**config.mk**
```make
export PLATFORM = sky130hd
export DESIGN_NAME = frame_loader_flat
export DESIGN_NICKNAME = d
export VERILOG_FILES = /design/src/rtl/frame_loader_if.sv /design/src/rtl/frame_loader.sv /design/src/flat_wrapper.sv
export SDC_FILE = /design/constraint.sdc
export NUM_CORES = 1
export LEC_CHECK = 0
export BUFFER_PORTS_ARGS = -buffer_cell sky130_fd_sc_hd__clkbuf_2
export CELL_PAD_IN_SITES_DETAIL_PLACEMENT = 1
export CELL_PAD_IN_SITES_GLOBAL_PLACEMENT = 2
export CORE_ASPECT_RATIO = 0.9
export CORE_MARGIN = 1
export CORE_UTILIZATION = 30
export CTS_BUF_LIST = sky130_fd_sc_hd__clkbuf_8
export DETAILED_ROUTE_END_ITERATION = 7
export PLACE_DENSITY_LB_ADDON = 0.08
export REMOVE_ABC_BUFFERS = 1
export SETUP_SLACK_MARGIN = 0.15
export SLEW_MARGIN = 20
export SYNTH_ARGS = -nofsm -noshare
export SYNTH_HDL_FRONTEND = slang
export SYNTH_SLANG_ARGS = --single-unit
```
**constraint.sdc**
```tcl
create_clock -name clk -period 2.9 [get_ports clk]
set_clock_uncertainty 0.05 [all_clocks]
set_input_delay 0.145 -clock clk [delete_from_list [all_inputs] [get_ports clk]]
set_output_delay 0.145 -clock clk [all_outputs]
set_load 0.01 [all_outputs]
```
**src/rtl/frame_loader_if.sv**
```systemverilog
// frame_loader_if: pixel-stream handshake plus image-memory write port.
//   sof, pix_valid, pix_data : pixel beat from the upstream source
//   pix_ready                : loader can take a beat
//   write_mem, x_addr,
//   y_addr, data_bit         : registered memory write (writeMem/xAddressIn/yAddressIn/dataIn)
// master = pixel source / memory side, slave = frame_loader.
interface frame_loader_if #(
    parameter int AW = 8
);
    logic          sof;
    logic          pix_valid;
    logic [7:0]    pix_data;
    logic          pix_ready;
    logic          write_mem;
    logic [AW-1:0] x_addr;
    logic [AW-1:0] y_addr;
    logic          data_bit;

    modport master (
        output sof, pix_valid, pix_data,
        input  pix_ready, write_mem, x_addr, y_addr, data_bit
    );

    modport slave (
        input  sof, pix_valid, pix_data,
        output pix_ready, write_mem, x_addr, y_addr, data_bit
    );
endinterface

```
**src/rtl/frame_loader.sv**
```systemverilog
// frame_loader: binarises a raster pixel stream into the median-filter image
// memory, then holds start until the filter reports the whole image done.
//   clk, reset   : clock, synchronous active-high reset
//   bus          : frame_loader_if.slave (pixel stream in, memory write out)
//   bin_thresh   : pixel >= bin_thresh writes a 1
//   start        : filter run enable, high throughout RUN
//   filter_done  : fullImageDone from the filter, only honoured in RUN
//   busy         : loader not idle
//   sof_err      : sticky, sof arrived in the middle of a frame
//   frame_count  : completed frames, wrapping 16-bit count
module frame_loader #(
    parameter int IMG_W = 160,
    parameter int IMG_H = 120,
    parameter int AW    = 8
) (
    input  logic                clk,
    input  logic                reset,
    frame_loader_if.slave       bus,
    input  logic [7:0]          bin_thresh,
    output logic                start,
    input  logic                filter_done,
    output logic                busy,
    output logic                sof_err,
    output logic [15:0]         frame_count
);

    typedef enum logic [1:0] {IDLE, LOAD, ARM, RUN} state_t;

    localparam logic [AW-1:0] LAST_X = AW'(IMG_W - 1);
    localparam logic [AW-1:0] LAST_Y = AW'(IMG_H - 1);

    state_t        state, state_next;
    logic [AW-1:0] col, col_next;
    logic [AW-1:0] row, row_next;
    logic          ready, accept;
    logic          wr_en;
    logic [AW-1:0] wr_x, wr_y;
    logic          err_set, done;

    logic          write_mem_q, data_bit_q;
    logic [AW-1:0] x_addr_q, y_addr_q;

    // Held low during reset so no beat can be taken while the loader clears.
    assign ready  = ((state == IDLE) || (state == LOAD)) && !reset;
    assign accept = bus.pix_valid && ready;

    always_comb begin
        state_next = state;
        col_next   = col;
        row_next   = row;
        wr_en      = 1'b0;
        wr_x       = col;
        wr_y       = row;
        err_set    = 1'b0;
        done       = 1'b0;
        unique case (state)
            IDLE: begin
                if (accept && bus.sof) begin
                    wr_en      = 1'b1;
                    wr_x       = '0;
                    wr_y       = '0;
                    col_next   = AW'(1);
                    row_next   = '0;
                    state_next = LOAD;
                end
            end
            LOAD: begin
                if (accept) begin
                    wr_en = 1'b1;
                    if (bus.sof) begin
                        // Restart the frame in place: this beat becomes pixel (0,0).
                        err_set  = 1'b1;
                        wr_x     = '0;
                        wr_y     = '0;
                        col_next = AW'(1);
                        row_next = '0;
                    end else if (col == LAST_X) begin
                        col_next = '0;
                        if (row == LAST_Y) begin
                            row_next   = '0;
                            state_next = ARM;
                        end else begin
                            row_next = row + AW'(1);
                        end
                    end else begin
                        col_next = col + AW'(1);
                    end
                end
            end
            ARM: state_next = RUN;
            RUN: begin
                if (filter_done) begin
                    done       = 1'b1;
                    col_next   = '0;
                    row_next   = '0;
                    state_next = IDLE;
                end
            end
        endcase
    end

    always_ff @(posedge clk) begin
        if (reset) begin
            state       <= IDLE;
            col         <= '0;
            row         <= '0;
            write_mem_q <= 1'b0;
            x_addr_q    <= '0;
            y_addr_q    <= '0;
            data_bit_q  <= 1'b0;
            start       <= 1'b0;
            sof_err     <= 1'b0;
            frame_count <= '0;
        end else begin
            state       <= state_next;
            col         <= col_next;
            row         <= row_next;
            write_mem_q <= wr_en;
            if (wr_en) begin
                x_addr_q   <= wr_x;
                y_addr_q   <= wr_y;
                data_bit_q <= (bus.pix_data >= bin_thresh);
            end
            // ARM sits between the last write and start, so they never overlap.
            start <= (state_next == RUN);
            if (err_set) sof_err <= 1'b1;
            if (done) frame_count <= frame_count + 16'd1;
        end
    end

    assign bus.pix_ready = ready;
    assign bus.write_mem = write_mem_q;
    assign bus.x_addr    = x_addr_q;
    assign bus.y_addr    = y_addr_q;
    assign bus.data_bit  = data_bit_q;
    assign busy          = (state != IDLE);

endmodule

```
**src/flat_wrapper.sv**
```systemverilog
// flat-port wrapper written by rule: the top's interface ports become plain ports
module frame_loader_flat 
#(
    parameter int IMG_W = 160,
    parameter int IMG_H = 120,
    parameter int AW    = 8
)
  (clk, reset, bin_thresh, start, filter_done, busy, sof_err, frame_count, bus_sof, bus_pix_valid, bus_pix_data, bus_pix_ready, bus_write_mem, bus_x_addr, bus_y_addr, bus_data_bit);
  frame_loader_if #(.AW(AW)) bus_i ();
  input  logic clk;
  input  logic reset;
  input  logic [7:0] bin_thresh;
  output logic start;
  input  logic filter_done;
  output logic busy;
  output logic sof_err;
  output logic [15:0] frame_count;
  input wire logic [$bits(bus_i.sof)-1:0] bus_sof;
  input wire logic [$bits(bus_i.pix_valid)-1:0] bus_pix_valid;
  input wire logic [$bits(bus_i.pix_data)-1:0] bus_pix_data;
  output wire logic [$bits(bus_i.pix_ready)-1:0] bus_pix_ready;
  output wire logic [$bits(bus_i.write_mem)-1:0] bus_write_mem;
  output wire logic [$bits(bus_i.x_addr)-1:0] bus_x_addr;
  output wire logic [$bits(bus_i.y_addr)-1:0] bus_y_addr;
  output wire logic [$bits(bus_i.data_bit)-1:0] bus_data_bit;
  assign bus_i.sof = bus_sof;
  assign bus_i.pix_valid = bus_pix_valid;
  assign bus_i.pix_data = bus_pix_data;
  assign bus_pix_ready = bus_i.pix_ready;
  assign bus_write_mem = bus_i.write_mem;
  assign bus_x_addr = bus_i.x_addr;
  assign bus_y_addr = bus_i.y_addr;
  assign bus_data_bit = bus_i.data_bit;
  frame_loader #(.IMG_W(IMG_W), .IMG_H(IMG_H), .AW(AW)) u_core (.clk(clk), .reset(reset), .bus(bus_i), .bin_thresh(bin_thresh), .start(start), .filter_done(filter_done), .busy(busy), .sof_err(sof_err), .frame_count(frame_count));
endmodule
```
==> key figures <==
Critical path
  • WP data required: 3.08 ns
  • Slowest CP cell: dfxtp_1
  • Slowest Stage Delay on Critical Path: between 0.5 and 0.6 ns
  • CP Buf/Inv Count: 0
  • CP arrival: between 2 and 2.5 ns
  • Top delay family on crit path: simple AND/OR/NAND/NOR gates
  • Critical path endpoint category: flop
  • Critical path cell sequence: nor2b_1, nand2b_1, o22ai_1, nor2_1, a211oi_1
  • Critical Path Start Type: flop
  • CP Max Fanout: 12
  • Setup CP Type: reg2reg

Clock tree
  • Root buffer cell: clkbuf_8
  • CTS sink count: 54
  • Reg clk slew, reported paths: approximately 0.10 ns
  • Htree depth: 2
  • Bufs on Longest Clock Path: 2
  • CTS tree: done
  • Postcts setup bufs: 0
  • Cts bufs inserted: 5
  • Worst-skew pair later-pin latency: just over 0.3 ns
  • Post_cts resized: 0
  • Hold Buf Count CTS: 0

Logic synthesis
  • Mapped Cells: ~300
  • Post-Synth Simple-Gate Area: 0.260
  • Proportion of synthesized area in mux cells: 0.00442
  • Top_reg_cell synth: dfxtp_1
  • Ys async rst share: 0
  • Number of flops mapped to enable cells by yosys: 0
  • Largest family of logic cells by synthesized area: simple AND/OR/NAND/NOR gates
  • Compound-Gate Fraction of Synth Area: 0.140
  • XOR/XNOR Fraction of Synth Area: 0.0688
  • Mean Syn Cell Area: between 8 and 9 sq um
  • Ys Warns: 0
  • Yosys cell types: 46
  • Synth Area in Adders: 0.0541
  • Yosys reg bits: 54
  • Sequential element share of the synthesized area: 0.425
  • Post-synth design cell area: 0.00255 sq mm

Status
  • Status: complete, no violations

Global route
  • GRT Residual Overflow: 0
  • Global-route wire length before repair: around 11 mm
  • Largest net degree at the start of global routing: 53
  • Initial antenna violation count: 0
  • Global-route usage over all layers: 0.158
  • Vias in the first global route: 2,276

Worst hold path
  • Worst Hold Class: in2reg

Finish
  • P&R area growth vs syn: 18.8%
  • Most frequent cells in the layout: clkbuf_2, dfxtp_1, nand2_1
  • Commonest non-fill, non-tap cell in the layout: clkbuf_2
  • Number of antenna diodes: 0
  • Share of layout cells above drive strength 1: 0.219
  • Final instance area: 0.00303 sq mm
  • Fillers: 1,008
  • Nets: between 300 and 400

STA
  • Fmax: roughly 460 MHz
  • RSZ-0062 raised after global routing: false
  • Share of the cycle needed by the critical path after routing: 0.747
  • Count of final setup violators: 0
  • Final hold violation count: 0
  • Rel. slew slack: 0.526
  • Tightest Pin Transition: around 0.7 ns
  • TNS Setup: 0 ns
  • Final-report max-slew violation count: 0
  • Min Tclk post-route: roughly 2.2 ns

Pwr
  • P_leak: approximately 1.2 nW
  • Int Power: 1.03 mW
  • Switching share of power: 0.235
  • Logic pwr share: 0.068
  • Pwr/cell area: 446 mW/mm^2
  • VDD IR max: between 0.00015 and 0.0002 V
  • Switching power: 0.317 mW
  • Reg power frac: 0.556
  • Clock power share: 0.375

Floorplanning
  • Chip width: just under 100 um
  • Placeable core area: 0.00815 sq mm
  • FP Rows: 31
  • Initial core utilization: 0.313
  • DIE HEIGHT: 89.4 um
  • DIE AREA: around 0.009 sq mm
  • IO Pins: slightly below 60

Routing
  • Vias: approximately 2.3k
  • DR WL/cell: between 10 and 15 um
  • DRT Pass-1 Iters: 4
  • WL final: roughly 6.5 mm
  • Initial drt markers: between 80 and 90
  • Via/cell ratio: 5.11
  • DRC Markers: 0
  • Antenna viol nets, final: 0

Flow run
  • Max-cap viol count: 0

Placed design
  • Placed inst area: around 0.003 sq mm
  • Final GP Congestion: approximately 0.74
  • Number of buffers inserted by port buffering: 58
  • Final HPWL DP: roughly 4.6 mm
==> path summary, 6_finish.rpt <==
check                                         start                           endpoint  slack, ns  cells past startpoint
setup / recovery         u_core.state[0]$_SDFF_PP0_         u_core.row[2]$_SDFFE_PP0P_       0.73                      5
hold / removal                          filter_done            u_core.start$_SDFF_PP0_       0.11                      4
setup reg to reg         u_core.state[0]$_SDFF_PP0_         u_core.row[2]$_SDFFE_PP0P_       0.73                      5
hold reg to reg   u_core.bus.y_addr[6]$_SDFFE_PP0P_  u_core.bus.y_addr[6]$_SDFFE_PP0P_       0.41                      2
==> through the flow <==
| stage | util | hold WS, ns | setup slack [ns] | std cells | total power, mW |
|---|---|---|---|---|---|
| after floorplan | - | 0.164 | 1.01 | 288 | 0.810 |
| after global placement | 0.358 | 0.388 | 0.844 | 447 | 0.860 |
| after detailed placement | 0.358 | 0.394 | 0.737 | 447 | 0.862 |
| after CTS | 0.371 | 0.0930 | 0.735 | 455 | 1.38 |
| after global routing | 0.371 | 0.118 | 0.470 | 455 | 1.42 |
| final | 0.371 | 0.108 | 0.733 | 455 | 1.35 |
==> cell usage after synthesis, types with 3 or more instances <==
library cell | instances | area, sq um
nor2_1 | 29 | 109
nand2_1 | 31 | 116
buf_2 | 5 | 25.0
ha_1 | 11 | 138
o21ai_0 | 7 | 35.0
clkbuf_1 | 8 | 30.0
xor2_1 | 14 | 123
o211ai_1 | 3 | 22.5
or3_1 | 3 | 18.8
nand4_1 | 13 | 81.3
nand2b_1 | 3 | 18.8
xnor2_1 | 6 | 52.6
nand3_1 | 23 | 115
nor3_1 | 8 | 40.0
dfxtp_1 | 54 | 1080
a21oi_1 | 28 | 140
and3_1 | 5 | 31.3
inv_1 | 15 | 56.3
a211oi_1 | 4 | 30.0
==> power groups by stage <==
stage	sequential, mW	combinational (mW)	clock [mW]
2_1_floorplan	0.767	0.0433	0
3_3_place_gp	0.768	0.0929	0
3_5_place_dp	0.768	0.0945	0
4_1_cts	0.751	0.0949	0.531
5_1_grt	0.752	0.105	0.559
6_report	0.751	0.0918	0.507
==> final cells by class <==
type | count | area, sq um | share of cell area
clock buffers | 5 | 68.8 | 0.0227
clock inverters | 3 | 40.0 | 0.0132
inverters | 16 | 62.6 | 0.0207
multi-input cells | 218 | 1340 | 0.444
flip-flops and latches | 54 | 1080 | 0.357
well taps | 99 | 124 | 0.0409
repair buffers | 60 | 305 | 0.101
==> routing by layer <==
layer | vias to the layer above | GRT usage | share of wire | wire length (um)
met5 | - | 0 | 0 | 0
met3 | 7 | 0.0281 | 0.032 | 211
met2 | 48 | 0.254 | 0.43 | 2810
met1 | 1104 | 0.220 | 0.53 | 3420
met4 | 0 | 0.0401 | 0.0097 | 63
li1 | 1168 | - | - | -
==> flip-flops by register name (all words and copies together) (netlist names) <==
signal and cells:
u_core.state 2, u_core.row 8, u_core.sof_err 1, u_core.bus.y_addr 8, u_core.start 1, u_core.frame_count 16, u_core.bus.x_addr 8, u_core.bus.data_bit 1
u_core.bus.write_mem 1, u_core.col 8
==> worst register-to-register path, delay by kind of cell, from the launching register on <==
family	cells	cell delay, ns
AO/OA/AOI/OAI	2	0.72
flip-flops	1	0.59
AND/OR/NAND/NOR	3	0.72
==> kinds of logic (layout without fill, tap and decap cells) <==
kind of cell | count (synthesis) | count (layout)
flops | 54 | 54
mux | 1 | 1
xor+xnor | 20 | 20
simple gates | 128 | 128
buf+inv | 30 | 84
compound gates | 58 | 58
fa+ha+maj | 11 | 11
No activity file was read; power rests on OpenSTA's default activity.
